`config.mk`:
```
export PLATFORM = sky130hd
export DESIGN_NAME = perf_counter_bank
export DESIGN_NICKNAME = d
export VERILOG_FILES = /design/src/rtl/perf_counter_bank.sv
export SDC_FILE = /design/constraint.sdc
export NUM_CORES = 1
export LEC_CHECK = 0
export ABC_AREA = 1
export ABC_CLOCK_PERIOD_IN_PS = 4200
export BUFFER_PORTS_ARGS = -buffer_cell sky130_fd_sc_hd__clkbuf_2
export CORE_MARGIN = 1.5
export CORE_UTILIZATION = 35
export DETAILED_ROUTE_END_ITERATION = 12
export MAX_ROUTING_LAYER = met4
export PLACE_DENSITY = 0.58
export RECOVER_POWER = 100
export REMOVE_ABC_BUFFERS = 1
export SYNTH_ARGS = -nofsm -noshare
export SYNTH_HDL_FRONTEND = slang
export SYNTH_SLANG_ARGS = --single-unit
```
`constraint.sdc`:
```
create_clock -name clk -period 4.2 [get_ports clk]
set_input_delay 0.21 -clock clk [delete_from_list [all_inputs] [get_ports clk]]
set_output_delay 0.21 -clock clk [all_outputs]
set_load 0.02 [all_outputs]
```
`src/rtl/perf_counter_bank.sv`:
```
// -----------------------------------------------------------------------------
// perf_counter_bank
//   Bank of NUM_EVENTS independent event counters with per-channel clear,
//   sticky overflow flags, an atomic snapshot into shadow registers and a
//   registered readback port for the shadows.
//
// Ports
//   clk          : single clock; all state updates on its rising edge
//   rst          : synchronous, active-low reset
//   event_in     : per-channel increment strobes (bit i -> counter i)
//   halt         : suppresses every increment (clear/snap/readback unaffected)
//   clr_vec      : per-channel clear of counter and overflow flag
//   snap         : copy all live counters (pre-update values) into the shadows
//   rd_idx       : shadow channel select for readback
//   rd_data      : shadow[rd_idx], one cycle latency; 0 when rd_idx is out of range
//   snap_done    : one-cycle pulse in the cycle after snap was sampled
//   ovf          : sticky per-channel overflow flags
//   counts_flat  : live counters, channel i at [i*CNT_WIDTH +: CNT_WIDTH]
// -----------------------------------------------------------------------------
module perf_counter_bank #(
    parameter int NUM_EVENTS = 6,
    parameter int CNT_WIDTH  = 32,
    parameter int SATURATE   = 0,
    parameter int IDX_WIDTH  = 4
) (
    input  logic                             clk,
    input  logic                             rst,
    input  logic [NUM_EVENTS-1:0]            event_in,
    input  logic                             halt,
    input  logic [NUM_EVENTS-1:0]            clr_vec,
    input  logic                             snap,
    input  logic [IDX_WIDTH-1:0]             rd_idx,
    output logic [CNT_WIDTH-1:0]             rd_data,
    output logic                             snap_done,
    output logic [NUM_EVENTS-1:0]            ovf,
    output logic [NUM_EVENTS*CNT_WIDTH-1:0]  counts_flat
);

    localparam logic [CNT_WIDTH-1:0] CNT_MAX = '1;

    logic [CNT_WIDTH-1:0]  cnt      [NUM_EVENTS];
    logic [CNT_WIDTH-1:0]  shadow   [NUM_EVENTS];
    logic [CNT_WIDTH-1:0]  cnt_nxt  [NUM_EVENTS];
    logic [NUM_EVENTS-1:0] ovf_nxt;
    logic [CNT_WIDTH-1:0]  rd_mux;

    // Next-state of each counter and its overflow flag. Clear wins over an
    // increment in the same cycle, so a coincident overflow leaves ovf at 0.
    always_comb begin
        // NOTE: every output of this block gets a default before any branch,
        // so no path leaves a variable unassigned and no latch is inferred.
        ovf_nxt = ovf;
        for (int i = 0; i < NUM_EVENTS; i++) begin
            cnt_nxt[i] = cnt[i];
            if (clr_vec[i]) begin
                cnt_nxt[i] = '0;
                ovf_nxt[i] = 1'b0;
            end else if (event_in[i] && !halt) begin
                if (cnt[i] == CNT_MAX) begin
                    ovf_nxt[i] = 1'b1;
                    cnt_nxt[i] = (SATURATE != 0) ? CNT_MAX : '0;
                end else begin
                    cnt_nxt[i] = cnt[i] + CNT_WIDTH'(1);
                end
            end
        end
    end

    // Readback select over the current shadows. Out-of-range indices return 0
    // rather than aliasing onto a real channel.
    always_comb begin
        rd_mux = '0;
        for (int i = 0; i < NUM_EVENTS; i++) begin
            if (rd_idx == IDX_WIDTH'(i)) begin
                rd_mux = shadow[i];
            end
        end
    end

    // NOTE: state registers use non-blocking assignments so every flop samples
    // the pre-edge values; this is what makes the snapshot capture the counter
    // value from before this cycle's increment or clear.
    always_ff @(posedge clk) begin
        if (!rst) begin
            // NOTE: the shadow array is reset along with the counters because
            // software may read a shadow before the first snapshot and must
            // see 0, not power-up garbage.
            for (int i = 0; i < NUM_EVENTS; i++) begin
                cnt[i]    <= '0;
                shadow[i] <= '0;
            end
            ovf       <= '0;
            rd_data   <= '0;
            snap_done <= 1'b0;
        end else begin
            for (int i = 0; i < NUM_EVENTS; i++) begin
                cnt[i] <= cnt_nxt[i];
                if (snap) begin
                    shadow[i] <= cnt[i];
                end
            end
            ovf       <= ovf_nxt;
            // rd_mux sees the shadows before this edge, so a snap in the same
            // cycle shows up on rd_data one cycle later.
            rd_data   <= rd_mux;
            snap_done <= snap;
        end
    end

    always_comb begin
        counts_flat = '0;
        for (int i = 0; i < NUM_EVENTS; i++) begin
            counts_flat[i*CNT_WIDTH +: CNT_WIDTH] = cnt[i];
        end
    end

endmodule

```
==> flow_summary.toml, run 1 <==
[status]
outcome = "finished with violations"
violated_checks = "max-capacitance violations, max-slew violations"

[timing]
maxSlewViolCount = 141
timing.clock.skew_ns = 0.0241
fmax_mhz = 352
layout_setup_ws_ns = 1.36
post-route-period-util_pct = 67.6
hold_violations = 0
slew_headroom_pct = -47.1
timing.final.crit_period_ns = 2.84
worst_pin_slew_ns = 2.20
timing.setup.tns_ns = 0
unrepaired_setup_endpoints_after_global_routing = "false"
final-setup-viol-count = 0

[floorplanning]
initial_utilization_pct = 35.7
floorplan.die_area_mm2 = 0.0592
chipHeight_um = 243
die_width_um = 243
rows = 87
io-pin-count = 251
core_mm2 = 0.0567

[synthesis]
most_common_cell_in_the_synthesized_netlist = "nand2_1"
synthesis.instances = 2625
synth-seq-cells = 423
synth_simple_gate_area_share_pct = 33.3
synth_adder_area_share_pct = 0.371
post-synth-top-area-cell = "edfxtp_1"
mappedNetlistArea_mm2 = 0.0202
seq_area_frac_synth_pct = 51.4
synthDominantCellAreaShare_pct = 28.5
top_ff_cell_synth = "dfxtp_1"
synthXorXnorAreaFrac_pct = 2.17
synth_cell_types = 44
area_fraction_in_compound_gates_after_synthesis_pct = 5.39
post_synth.cell_area_avg_um2 = 7.71
synth_edf_count = 192
yosys_warnings = 0
fraction_of_synthesis_flops_using_an_asynchronous_set_or_reset_pin_pct = 0
synth.area.mux_share_pct = 0
synth_commonest_cells = "606 x nand2_1, 559 x nor2_1, 311 x inv_1"
synth_top_family_by_area = "simple AND/OR/NAND/NOR gates"
synth.area.top_cells = "edfxtp_1 29%, dfxtp_1 23%, nand2_1 11%, nor2_1 10%, inv_1 5.8%"

[place]
dp_hpwl_mm = 51.6
port_buffers = 250
gp_congestion = 0.927
placement.setup.worst_slack_ns = 1.91

[worst_setup_path]
setup.worst_path.class = "input port to flop"
critPathLaunch = "rst"
worstPathArrival_ns = 3.25
critical_path_peak_fanout = 63
crit_required_ns = 4.61
timing.critical_path.to_type = "flop"
r2r_start = "cnt[5][1]$_SDFFE_PP0P_"
worst_setup_path_start_kind = "input port"

[route]
detailedRoute.firstIterationViolations = 1877
route.detailed.wl_per_inst_um = 18.8
detail_route.wirelength_mm = 68.7
total_via_count_in_the_routed_design = 18300
via_per_inst = 5.00
detail_route.drc_violations = 0
drt.antenna.violating_nets = 0
detailedRoute.firstPassIterationCount = 5

[grt]
antenna_violations_before_repair = 1
first_pass_grt_wire_length_mm = 103
track_usage_pct = 23.3
first_global_vias = 17200
grt_max_degree = 93
grt.overflow.total = 0

[clock_tree]
clkTransAtPathRegs_ns = 0.06
worst_skew_pair.late_latency_ns = 0.59
cts_repair_resize_count = 0
tritoncts.num_buffers = 48
numClockSinks = 423
clock_path_buffers = 3
htree_levels = 2
tritoncts = "built"
cts_root_buffer = "clkbuf_16"

[layout]
final_layout_size_suffix_gt1_share_pct = 5.37
fill_cells = 5980
nNetsFinal = 2893
area_growth_pct = 16.1

[power_and_ir_drop]
cellLeakagePower_nw = 7.92
powerDensity_mw_per_mm2 = 387
ir_worst_vdd_mv = 0.278

[job]
cap_viol_max_count = 3

[min_path]
timing.hold.worst.class = "input port to flop"
min_from = "event_in[5]"
[metal layers]
layer  routed length (um)  up-vias  track usage (%)
li1                     -     8934                -
met5                    0        -                -
met1                32800     8644             33.1
met4                 1510        0             6.41
met2                30300      630             34.9
met3                 4090       84             2.70
[registers in the layout, indices dropped and copies added (netlist names)]
| signal | cells |
|---|---|
| rd_data | 32 |
| snap_done | 1 |
| cnt | 192 |
| shadow | 192 |
| ovf | 6 |
[logic make-up after synthesis]
family                   after synthesis
AND/OR/NAND/NOR                     1554
adder cells (fa/ha/maj)                6
buffers and inverters                386
XOR/XNOR                              50
AO/OA/AOI/OAI                        206
flip-flops                           423
[path summary, 6_finish.rpt]
kind	end	slack [ns]	cells past startpoint
setup / recovery	shadow[4][30]$_SDFFCE_PN0P_	1.36	4
setup reg to reg	cnt[5][11]$_SDFFE_PP0P_	1.38	8
hold reg to reg	ovf[3]$_SDFFE_PP0P_	0.45	2
hold / removal	cnt[5][1]$_SDFFE_PP0P_	0.04	4
[final cells by class]
| cell class | instances | area, um^2 | share of cell area [%] |
|---|---|---|---|
| antenna | 1 | 2.50 | 0.0107 |
| clock buffer | 60 | 1270 | 5.40 |
| clock inverter | 28 | 339 | 1.44 |
| inverter | 315 | 1180 | 5.05 |
| multi-input combinational | 1816 | 8280 | 35.2 |
| sequential | 423 | 10400 | 44.2 |
| tap | 756 | 946 | 4.03 |
| timing repair buffer | 263 | 1080 | 4.59 |
[worst max-delay path, cell delays in order]
cell      delay (ns)
clkbuf_1        0.58
nand2_1         1.42
buf_4           0.76
nor2_1          0.25
[report_power, final]
part           leakage [nW]  switching (W)  internal (W)
combinational          3.12       0.000232     0.0000496
clock                 0.775        0.00175       0.00262
sequential             4.02      0.0000463       0.00438
total                  7.92        0.00203       0.00705
[timing repair]
| action | in CTS | in global routing |
|---|---|---|
| hold buffers | 2 | 0 |
| setup buffers | 0 | 0 |
| hold endpoints to repair | 3 | 0 |
[cell usage in the layout (no fill, tap or decap), types with 5 or more instances in the layout]
cell type and count:
clkbuf_2 18, clkbuf_16 49, nor3_2 5, dfxtp_1 231, nand2_2 7, xor2_1 50, nand3_1 210, a21oi_1 115
nor2_1 558, nand4_1 43, buf_4 6, nand2_1 610, inv_1 312, nor2_4 13, ha_1 6, edfxtp_1 192
clkinv_1 13, and3_1 7, nor2_2 23, clkinv_2 5, nand3_2 6, a31oi_1 33, clkbuf_1 246, nor3_1 41
nor3b_1 17, bufinv_16 8, o21ai_0 47
[per-stage QoR]
stage	area [um^2]	utilization, %	total power [W]	cells	hold WS (ns)
detailed placement	22300	39.2	0.00480	3571	0.451
finish	23500	41.4	0.00908	3662	0.0433
global route	23500	41.4	0.00934	3662	0.0353
floorplan	19900	-	0.00465	2554	0.348
CTS	23900	42.1	0.00916	3661	0.0271
global placement	22300	39.2	0.00480	3571	0.445
No activity file was read; power rests on OpenSTA's default activity.
==> run 2, diff against run 1 <==
--- a/config.mk
+++ b/config.mk
@@ -5,8 +5,8 @@
 export SDC_FILE = /design/constraint.sdc
 export NUM_CORES = 1
 export LEC_CHECK = 0
-export ABC_AREA = 1
-export ABC_CLOCK_PERIOD_IN_PS = 4200
+export ABC_AREA = 0
+export ABC_CLOCK_PERIOD_IN_PS = 2750
 export BUFFER_PORTS_ARGS = -buffer_cell sky130_fd_sc_hd__clkbuf_2
 export CORE_MARGIN = 1.5
 export CORE_UTILIZATION = 35
==> constraint.sdc (replaced) <==
create_clock -name clk -period 2.75 [get_ports clk]
set_input_delay 0.1375 -clock clk [delete_from_list [all_inputs] [get_ports clk]]
set_output_delay 0.1375 -clock clk [all_outputs]
set_load 0.02 [all_outputs]
==> flow_summary.toml, run 2 <==
[grt]
first_global_vias = 14100
track_usage_pct = 22.6
antenna_violations_before_repair = 1
groute.layer.met3.usage_pct = 5.60
grtUsageMet2_pct = 33.0
grt.overflow.total = 0
grt_util_met1_pct = 30.0
first_pass_grt_wire_length_mm = 89.1
grt_max_degree = 125
most_used_layer_global_route = "met2"

[route]
detail_route.wirelength_mm = 60.8
total_via_count_in_the_routed_design = 15200
detail_route.drc_violations = 0
detailedRoute.firstPassIterationCount = 5
drt.antenna.violating_nets = 0
route.detailed.wl_per_inst_um = 21.8
via_per_inst = 5.44
detailedRoute.firstIterationViolations = 1469

[timing]
worst_pin_slew_ns = 1.88
timing.final.crit_period_ns = 2.50
timing.clock.skew_ns = 0.0130
hold_violations = 0
timing.setup.tns_ns = 0
final-setup-viol-count = 0
fmax_mhz = 400
post-route-period-util_pct = 91.0
layout_setup_ws_ns = 0.247
maxSlewViolCount = 88
slew_headroom_pct = -25.2
unrepaired_setup_endpoints_after_global_routing = "false"

[floorplanning]
initial_utilization_pct = 35.6
die_width_um = 232
chipHeight_um = 232
rows = 83
floorplan.die_area_mm2 = 0.0540
core_mm2 = 0.0517
io-pin-count = 251

[layout]
biggestRegsByFlops = "cnt x192, shadow x192, rd_data x32"
final_layout_size_suffix_gt1_share_pct = 6.88
layout_commonest_cell = "clkbuf_1"
mostFrequentLayoutCells = "262 x clkbuf_1, 257 x nor2_1, 231 x dfxtp_1"
fill_cells = 5169
area_growth_pct = 17.9
finalCoreUtilization_pct = 42.0
nNetsFinal = 2095
antennaDiodeCount = 0

[worst_setup_path]
critical_path_peak_fanout = 26
timing.critical_path.to_type = "flop"
setup.worst_path.class = "flop to flop"
worst_setup_path_start_kind = "flop"
worstPathArrival_ns = 2.95
crit_required_ns = 3.20

[synthesis]
synthDominantCellAreaShare_pct = 31.3
yosys_warnings = 0
top_ff_cell_synth = "dfxtp_1"
post-synth-top-area-cell = "edfxtp_1"
seq_area_frac_synth_pct = 56.4
synth_cell_types = 58
mappedNetlistArea_mm2 = 0.0184
synth.area.top_cells = "edfxtp_1 31%, dfxtp_1 25%, and3_1 7.3%, xor2_1 5.8%, nor2_1 5.2%"
synth_edf_count = 192
post_synth.cell_area_avg_um2 = 10.2
fraction_of_synthesis_flops_using_an_asynchronous_set_or_reset_pin_pct = 0
synth_commonest_cells = "257 x nor2_1, 231 x dfxtp_1, 214 x and3_1"
most_common_cell_in_the_synthesized_netlist = "nor2_1"
synthesis.instances = 1814
synth-seq-cells = 423

[job]
cap_viol_max_count = 1

[power_and_ir_drop]
powerDensity_mw_per_mm2 = 615
cellLeakagePower_nw = 8.15
ir_worst_vdd_mv = 0.403
fin_total_pwr_w = 0.0134

[place]
placement.setup.worst_slack_ns = 0.456
port_buffers = 250
dp_hpwl_mm = 43.6
gp_congestion = 0.922

[clock_tree]
numClockSinks = 423
htree_levels = 2
worst_skew_pair.late_latency_ns = 0.57
clkTransAtPathRegs_ns = 0.06
tritoncts.num_buffers = 46
cts_root_buffer = "clkbuf_16"
clock_path_buffers = 3
tritoncts = "built"

[status]
violated_checks = "max-capacitance violations, max-slew violations"
outcome = "finished with violations"

[min_path]
timing.hold.worst.class = "input port to flop"
-- run 2: cell types whose count changed in the layout (fill, tap and decap cells not counted), sizes merged, moves of 26 or more --
| cell | previous run | this run |
|---|---|---|
| a21oi | 115 | 38 |
| a22oi | 0 | 28 |
| and3 | 7 | 215 |
| buf | 8 | 41 |
| clkbuf | 313 | 339 |
| inv | 313 | 14 |
| nand2 | 621 | 112 |
| nand3 | 216 | 81 |
| nand4 | 45 | 76 |
| nor2 | 595 | 257 |
| xnor2 | 0 | 39 |
| xor2 | 50 | 122 |
-- run 2: worst paths after layout --
check,startpoint,to,slack [ns],depth (start not counted)
max,cnt[3][7]$_SDFFE_PP0P_,cnt[3][17]$_SDFFE_PP0P_,0.25,6
min reg2reg,ovf[1]$_SDFFE_PP0P_,ovf[1]$_SDFFE_PP0P_,0.47,1
min,event_in[1],cnt[1][0]$_SDFFE_PP0P_,0.06,4
max reg2reg,cnt[3][7]$_SDFFE_PP0P_,cnt[3][17]$_SDFFE_PP0P_,0.25,6
-- run 2: area by class of cell --
type                    instances  area [um^2]  area share (%)
flip-flops and latches        423        10400            47.9
multi-input cells            1267         7530            34.7
repair buffers                318         1460            6.71
clock buffers                  71         1340            6.17
well taps                     680          851            3.92
clock inverters                15         97.6           0.449
inverters                      13         48.8           0.225
-- run 2: kinds of logic after synthesis --
family	after synthesis	share of synthesized area, %
AOI/OAI and AO/OA	222	7.89
xor gates and xnor gates	161	7.65
adders and majority gates	6	0.407
buffers and inverters	124	2.73
DFF	423	56.4
and+or+nand+nor	878	24.9
-- run 2: per-stage QoR --
stage                     cells  cell area [um^2]  hold WS (ns)
final                      2787             21700        0.0650
after global routing       2787             21700        0.0857
after CTS                  2787             22100        0.0387
after detailed placement   2692             20600         0.446
after global placement     2692             20600         0.434
after floorplan            1703             18000         0.259
-- run 2: timing repair --
action | CTS | global route
setup buffers | 0 | 0
gates resized for setup | 0 | 0
endpoints found under the hold margin | 28 | 0
hold buffers | 9 | 0
-- run 2: worst max-delay path, cell delays in order (launching register included) --
cell and delay, ns:
dfxtp_1 0.45, nand4_1 0.19, or4_1 0.69, or3_1 0.44, o21ai_4 0.16, clkbuf_4 0.34, nor2_1 0.09
-- run 2: power by group --
group / internal (W) / switching, W
combinational: 0.000126 / 0.000405
sequential: 0.00673 / 0.0000885
clock: 0.00344 / 0.00256
-- run 2: layer usage --
metal  share of wire, %  vias to the layer above
met3                8.0                       92
met4                3.7                        0
li1                   -                     7084
met1                 44                     7451
met2                 44                      544
met5                  0                        -
